--- src/rtl/mouse_move_cmd_if.sv ---
// Button-in / command-out bundle between the mouse front end and the player movement controller.
// The master drives vsync and the raw button levels; the slave returns the command pulses.
interface mouse_move_cmd_if;
   logic v_tick;
   logic m_left;
   logic m_right;
   logic move_left;
   logic move_right;
   logic jump;
   logic repeat_active;

   modport master (
      output v_tick, m_left, m_right,
      input  move_left, move_right, jump, repeat_active
   );

   modport slave (
      input  v_tick, m_left, m_right,
      output move_left, move_right, jump, repeat_active
   );
endinterface

--- src/rtl/mouse_move_cmd.sv ---
// Synchronises and debounces the mouse buttons, then turns them into one-cycle move/jump pulses
// with frame-paced auto-repeat for held buttons.
module mouse_move_cmd #(
   parameter int SYNC_STAGES     = 2,
   parameter int DEBOUNCE_CYCLES = 40000,
   parameter int REPEAT_DELAY    = 15,
   parameter int REPEAT_RATE     = 4
) (
   input logic             clk,
   input logic             rst,
   mouse_move_cmd_if.slave bus
);

   localparam int DB_W    = (DEBOUNCE_CYCLES > 1) ? $clog2(DEBOUNCE_CYCLES) : 1;
   localparam int CNT_MAX = (REPEAT_DELAY > REPEAT_RATE) ? REPEAT_DELAY : REPEAT_RATE;
   localparam int FC_W    = $clog2(CNT_MAX + 1);

   typedef enum logic [1:0] {IDLE, HOLD, REPEAT, LOCK} state_t;

   logic [SYNC_STAGES-1:0] sync_l, sync_r;
   logic [1:0]             btn_sync;   // index 0 = left, 1 = right
   logic [1:0]             btn_db;
   logic [DB_W-1:0]        db_cnt [2];
   logic                   v_prev, frame_tick;

   state_t                 state, state_n;
   logic                   dir, dir_n;  // 0 = left, 1 = right
   logic [FC_W-1:0]        frame_cnt, frame_cnt_n, cnt_inc, cnt_target;
   logic                   move_left_q, move_right_q, jump_q;
   logic                   move_left_n, move_right_n, jump_n;
   logic                   held, btn_l, btn_r;

   assign btn_sync = {sync_r[SYNC_STAGES-1], sync_l[SYNC_STAGES-1]};

   // NOTE: sequential state uses <= so every flop samples pre-edge values regardless of statement order.
   always_ff @(posedge clk or posedge rst) begin
      if (rst) begin
         sync_l     <= '0;
         sync_r     <= '0;
         btn_db     <= '0;
         db_cnt[0]  <= '0;
         db_cnt[1]  <= '0;
         v_prev     <= 1'b0;
         frame_tick <= 1'b0;
      end else begin
         sync_l     <= {sync_l[SYNC_STAGES-2:0], bus.m_left};
         sync_r     <= {sync_r[SYNC_STAGES-2:0], bus.m_right};
         v_prev     <= bus.v_tick;
         frame_tick <= bus.v_tick & ~v_prev;
         for (int i = 0; i < 2; i++) begin
            if (btn_sync[i] == btn_db[i]) begin
               db_cnt[i] <= '0;
            end else if (db_cnt[i] == DB_W'(DEBOUNCE_CYCLES - 1)) begin
               btn_db[i] <= btn_sync[i];
               db_cnt[i] <= '0;
            end else begin
               db_cnt[i] <= db_cnt[i] + 1'b1;
            end
         end
      end
   end

   assign btn_l      = btn_db[0];
   assign btn_r      = btn_db[1];
   assign held       = dir ? btn_r : btn_l;
   assign cnt_inc    = (frame_cnt == FC_W'(CNT_MAX)) ? frame_cnt : frame_cnt + 1'b1;
   assign cnt_target = (state == HOLD) ? FC_W'(REPEAT_DELAY) : FC_W'(REPEAT_RATE);

   // NOTE: every output of this block gets a default first, so no path can infer a latch.
   always_comb begin
      state_n      = state;
      dir_n        = dir;
      frame_cnt_n  = frame_cnt;
      move_left_n  = 1'b0;
      move_right_n = 1'b0;
      jump_n       = 1'b0;
      case (state)
         IDLE: begin
            if (btn_l && btn_r) begin
               jump_n  = 1'b1;
               state_n = LOCK;
            end else if (btn_l || btn_r) begin
               move_left_n  = btn_l;
               move_right_n = btn_r;
               dir_n        = btn_r;
               frame_cnt_n  = '0;
               state_n      = HOLD;
            end
         end
         HOLD, REPEAT: begin
            if (!btn_l && !btn_r) begin
               state_n = IDLE;
            end else if (btn_l && btn_r) begin
               jump_n  = 1'b1;
               state_n = LOCK;
            end else if (!held) begin
               // Swap: restart the delay for the new direction; any tick this cycle is dropped.
               move_left_n  = btn_l;
               move_right_n = btn_r;
               dir_n        = ~dir;
               frame_cnt_n  = '0;
               state_n      = HOLD;
            end else if (frame_tick) begin
               if (cnt_inc == cnt_target) begin
                  move_left_n  = ~dir;
                  move_right_n = dir;
                  frame_cnt_n  = '0;
                  state_n      = REPEAT;
               end else begin
                  frame_cnt_n = cnt_inc;
               end
            end
         end
         LOCK: begin
            if (!btn_l && !btn_r) state_n = IDLE;
         end
         default: state_n = IDLE;
      endcase
   end

   always_ff @(posedge clk or posedge rst) begin
      if (rst) begin
         state        <= IDLE;
         dir          <= 1'b0;
         frame_cnt    <= '0;
         move_left_q  <= 1'b0;
         move_right_q <= 1'b0;
         jump_q       <= 1'b0;
      end else begin
         state        <= state_n;
         dir          <= dir_n;
         frame_cnt    <= frame_cnt_n;
         move_left_q  <= move_left_n;
         move_right_q <= move_right_n;
         jump_q       <= jump_n;
      end
   end

   assign bus.move_left     = move_left_q;
   assign bus.move_right    = move_right_q;
   assign bus.jump          = jump_q;
   assign bus.repeat_active = (state == REPEAT);

endmodule
--- src/flat_wrapper.sv ---
// flat-port wrapper written by rule: the top's interface ports become plain ports
module mouse_move_cmd_flat 
#(
   parameter int SYNC_STAGES     = 2,
   parameter int DEBOUNCE_CYCLES = 40000,
   parameter int REPEAT_DELAY    = 15,
   parameter int REPEAT_RATE     = 4
)
  (clk, rst, bus_v_tick, bus_m_left, bus_m_right, bus_move_left, bus_move_right, bus_jump, bus_repeat_active);
  mouse_move_cmd_if bus_i ();
  input logic clk;
  input logic rst;
  input wire logic [$bits(bus_i.v_tick)-1:0] bus_v_tick;
  input wire logic [$bits(bus_i.m_left)-1:0] bus_m_left;
  input wire logic [$bits(bus_i.m_right)-1:0] bus_m_right;
  output wire logic [$bits(bus_i.move_left)-1:0] bus_move_left;
  output wire logic [$bits(bus_i.move_right)-1:0] bus_move_right;
  output wire logic [$bits(bus_i.jump)-1:0] bus_jump;
  output wire logic [$bits(bus_i.repeat_active)-1:0] bus_repeat_active;
  assign bus_i.v_tick = bus_v_tick;
  assign bus_i.m_left = bus_m_left;
  assign bus_i.m_right = bus_m_right;
  assign bus_move_left = bus_i.move_left;
  assign bus_move_right = bus_i.move_right;
  assign bus_jump = bus_i.jump;
  assign bus_repeat_active = bus_i.repeat_active;
  mouse_move_cmd #(.SYNC_STAGES(SYNC_STAGES), .DEBOUNCE_CYCLES(DEBOUNCE_CYCLES), .REPEAT_DELAY(REPEAT_DELAY), .REPEAT_RATE(REPEAT_RATE)) u_core (.clk(clk), .rst(rst), .bus(bus_i));
endmodule
--- config.mk ---
export PLATFORM = sky130hd
export DESIGN_NAME = mouse_move_cmd_flat
export DESIGN_NICKNAME = d
export VERILOG_FILES = /design/src/rtl/mouse_move_cmd_if.sv /design/src/rtl/mouse_move_cmd.sv /design/src/flat_wrapper.sv
export SDC_FILE = /design/constraint.sdc
export NUM_CORES = 1
export LEC_CHECK = 0
export CORE_ASPECT_RATIO = 1.4
export CORE_MARGIN = 2
export CORE_UTILIZATION = 45
export CTS_CLUSTER_DIAMETER = 40
export DETAILED_ROUTE_END_ITERATION = 10
export HOLD_SLACK_MARGIN = 0.1
export RECOVER_POWER = 100
export SETUP_SLACK_MARGIN = 0.02
export SYNTH_ARGS = -nofsm -noshare
export SYNTH_HDL_FRONTEND = slang
export SYNTH_SLANG_ARGS = --single-unit
--- constraint.sdc ---
create_clock -name clk -period 5.6 [get_ports clk]
set_input_delay 1.12 -clock clk [delete_from_list [all_inputs] [get_ports clk]]
set_output_delay 1.12 -clock clk [all_outputs]
set_load 0.02 [all_outputs]
==> flow_summary.yaml <==
cts:
  clock_path_buffers: 2
  cts_hold_buf: 0
  clk_latency_ps: 300
  clock-sinks: 50
  cts.clk_slew.worst_paths_ps: 80
  cts_setup_buffers: 0
  cts_tree: "yes"
  ctsResizeCount: 0
  root_buffer: "clkbuf_8"
  cts-htree-levels: 2
  cts_buffers: 5
synthesis:
  syn_area_um2: 2640
  synth_top_flop_cell: "dfrtp_1"
  ys_warn_count: 0
  async_reset_ff_share_pct: 100.0
  yosysSeqAreaShare_pct: 47.39
  ys_ff_latch: 50
  synthCells: 269
  synth.distinct_cells: 51
  syn_nets: 285
  synth_edf_count: 0
  syn_area_per_cell_um2: 9.814
setup_path:
  critPathSlowestCell: "inv_1"
  worstPathCellList: "dlygate4sd3_1 -> inv_1"
  worstSetupStartpointType: "input port"
  crit_family: "buffers and inverters"
  critPathArrivalTime_ps: 2970
  end_kind: "async pin"
  cp_max_fo: 50
  worstSetupPathType: "in -> async"
  path_buf_inv: 2
  slowest_delay_ps: 1300
  cp_data_required_time_ps: 5660
routing:
  vias: 1847
  drt_iter0_markers: 80
  ant_nets: 0
  drc_errors: 0
  avgRoutedWirePerCell_um: 13.08
  drt-vias-per-instance: 5.292
  first_pass_iters: 4
  wirelength_mm: 4.565
place:
  place_ws_ps: 3179
  dp_hpwl_mm: 3.230
  globalplace.congestion: 0.7799
  placed_area_um2: 2753
  port_buffers: 8
  dp.cells: 341
die:
  start_util_pct: 45.67
  core_area_um2: 5781
  dieArea_um2: 6504
  fp.dieW_um: 68.74
  row_count: 33
  dieHeight_um: 94.63
  ios: 9
timing:
  slew_headroom_pct: -22.35
  finalCritPeriodShare_pct: 51.92
  max_freq_mhz: 343.9
  whs_ps: 354.3
  finalHoldViolCount: 0
  setup_violations: 0
  min_period_ps: 2907
  tightest_slew_ps: 1833
  finalWorstSetupSlack_ps: 2693
  rsz0062_at_grt: "false"
  fin_worst_skew_ps: 9.897
  finalSetupTns_ps: 0
  slew_violations: 51
status:
  status: "finished, violations left"
  failed_checks: "capacitance limit, slew limit"
global_route:
  met2_usage_pct: 26.76
  grt_util_met1_pct: 20.05
  grt-ovfl-total: 0
  grtUsageTotal_pct: 15.99
  grt_start_max_net_pins: 51
  grt_pass1_vias: 1745
  met3_usage_pct: 3.576
  grt_pass1_wl_mm: 7.845
  grt.busiest_layer: "met2"
  antenna_found_initial: 0
power_and_ir_drop:
  p_leak_nw: 1.238
  power_uw: 638.5
  ir_drop_uv: 114.2
  p_per_area_nw_per_um2: 224.4
final_layout:
  multi_input_area_um2: 1275
  areaGrowthSynthToFinish_pct: 7.773
  drive_gt1_share_pct: 4.301
  layout.nets: 294
  final_common_cell: "dfrtp_1"
  nFillCells: 583
  stdcell_area_um2: 2845
  layout_common_cells: "dfrtp_1 (50), nor2_1 (46), nand2_1 (21)"
  finish.utilization_pct: 49.22
  stdcell_count: 349
  num_antenna_cells: 0
  area.sequential_um2: 1251
run:
  timing.max_cap.violations: 1
hold_path:
  hold_class: "reg -> reg"
-- cells by family after synthesis --
group	synth area share, %
AND/OR/NAND/NOR	24.03
flip-flops	47.39
XOR/XNOR	9.953
AO/OA/AOI/OAI	7.251
buffers and inverters	3.791
adder cells (fa/ha/maj)	5.213
multiplexers	2.370
-- cells in the mapped netlist, types with 3 or more instances --
library cell | n | area share, %
o21ai_0 | 6 | 1.1
xnor2_1 | 16 | 5.3
nand2b_1 | 3 | 0.71
mux2i_1 | 4 | 1.5
nand2_1 | 21 | 3.0
ha_1 | 11 | 5.2
nand3_1 | 13 | 2.5
nor2_1 | 46 | 6.5
inv_1 | 12 | 1.7
xor2_1 | 14 | 4.6
a21oi_1 | 7 | 1.3
nand4b_1 | 3 | 1.0
nor3_1 | 5 | 0.95
and2_1 | 3 | 0.71
and3_1 | 4 | 0.95
dfrtp_1 | 50 | 47
nand4_1 | 7 | 1.7
a31oi_1 | 3 | 0.71
-- sequential cells by signal, indices dropped and copies added (netlist names) --
| name | count |
|---|---|
| u_core.bus.jump | 1 |
| u_core.btn_db | 2 |
| u_core.sync_r | 2 |
| u_core.db_cnt | 32 |
| u_core.bus.move_right | 1 |
| u_core.v_prev | 1 |
| u_core.frame_tick | 1 |
| u_core.bus.move_left | 1 |
| u_core.state | 2 |
| u_core.frame_cnt | 4 |
| u_core.dir | 1 |
| u_core.sync_l | 2 |
-- final timing paths --
check / startpoint / endpoint / slack (ps) / cells past startpoint
max: rst / u_core.db_cnt[8] / 2690 / 2
max in group clk: u_core.state[0] / bus_repeat_active / 2870 / 3
max reg2reg: u_core.db_cnt[18] / u_core.db_cnt[21] / 3220 / 5
min reg2reg: u_core.sync_r[0] / u_core.sync_r[1] / 350 / 0
min: u_core.sync_r[0] / u_core.sync_r[1] / 350 / 0
min in group asynchronous: rst / u_core.db_cnt[27] / 1850 / 2
-- per-layer routing --
| layer | part of all wire [%] | vias to the layer above |
|---|---|---|
| li1 | - | 944 |
| met1 | 45 | 875 |
| met2 | 51 | 22 |
| met3 | 2.4 | 6 |
| met4 | 1.5 | 0 |
| met5 | 0 | - |
-- where the power goes --
part / switching (mW) / total [mW] / internal (mW)
sequential: 0.00490 / 0.371 / 0.366
combinational: 0.0142 / 0.0206 / 0.00636
clock: 0.113 / 0.247 / 0.134
total: 0.132 / 0.638 / 0.506
-- cell type report --
class                      count  share of cell area, %
inverter                      12                  1.583
timing repair buffer           8                  2.814
tap                           70                  3.078
clock inverter                 1                  1.055
clock buffer                   7                  2.682
sequential                    50                  43.98
multi-input combinational    201                  44.81
No activity file was read; power rests on OpenSTA's default activity.
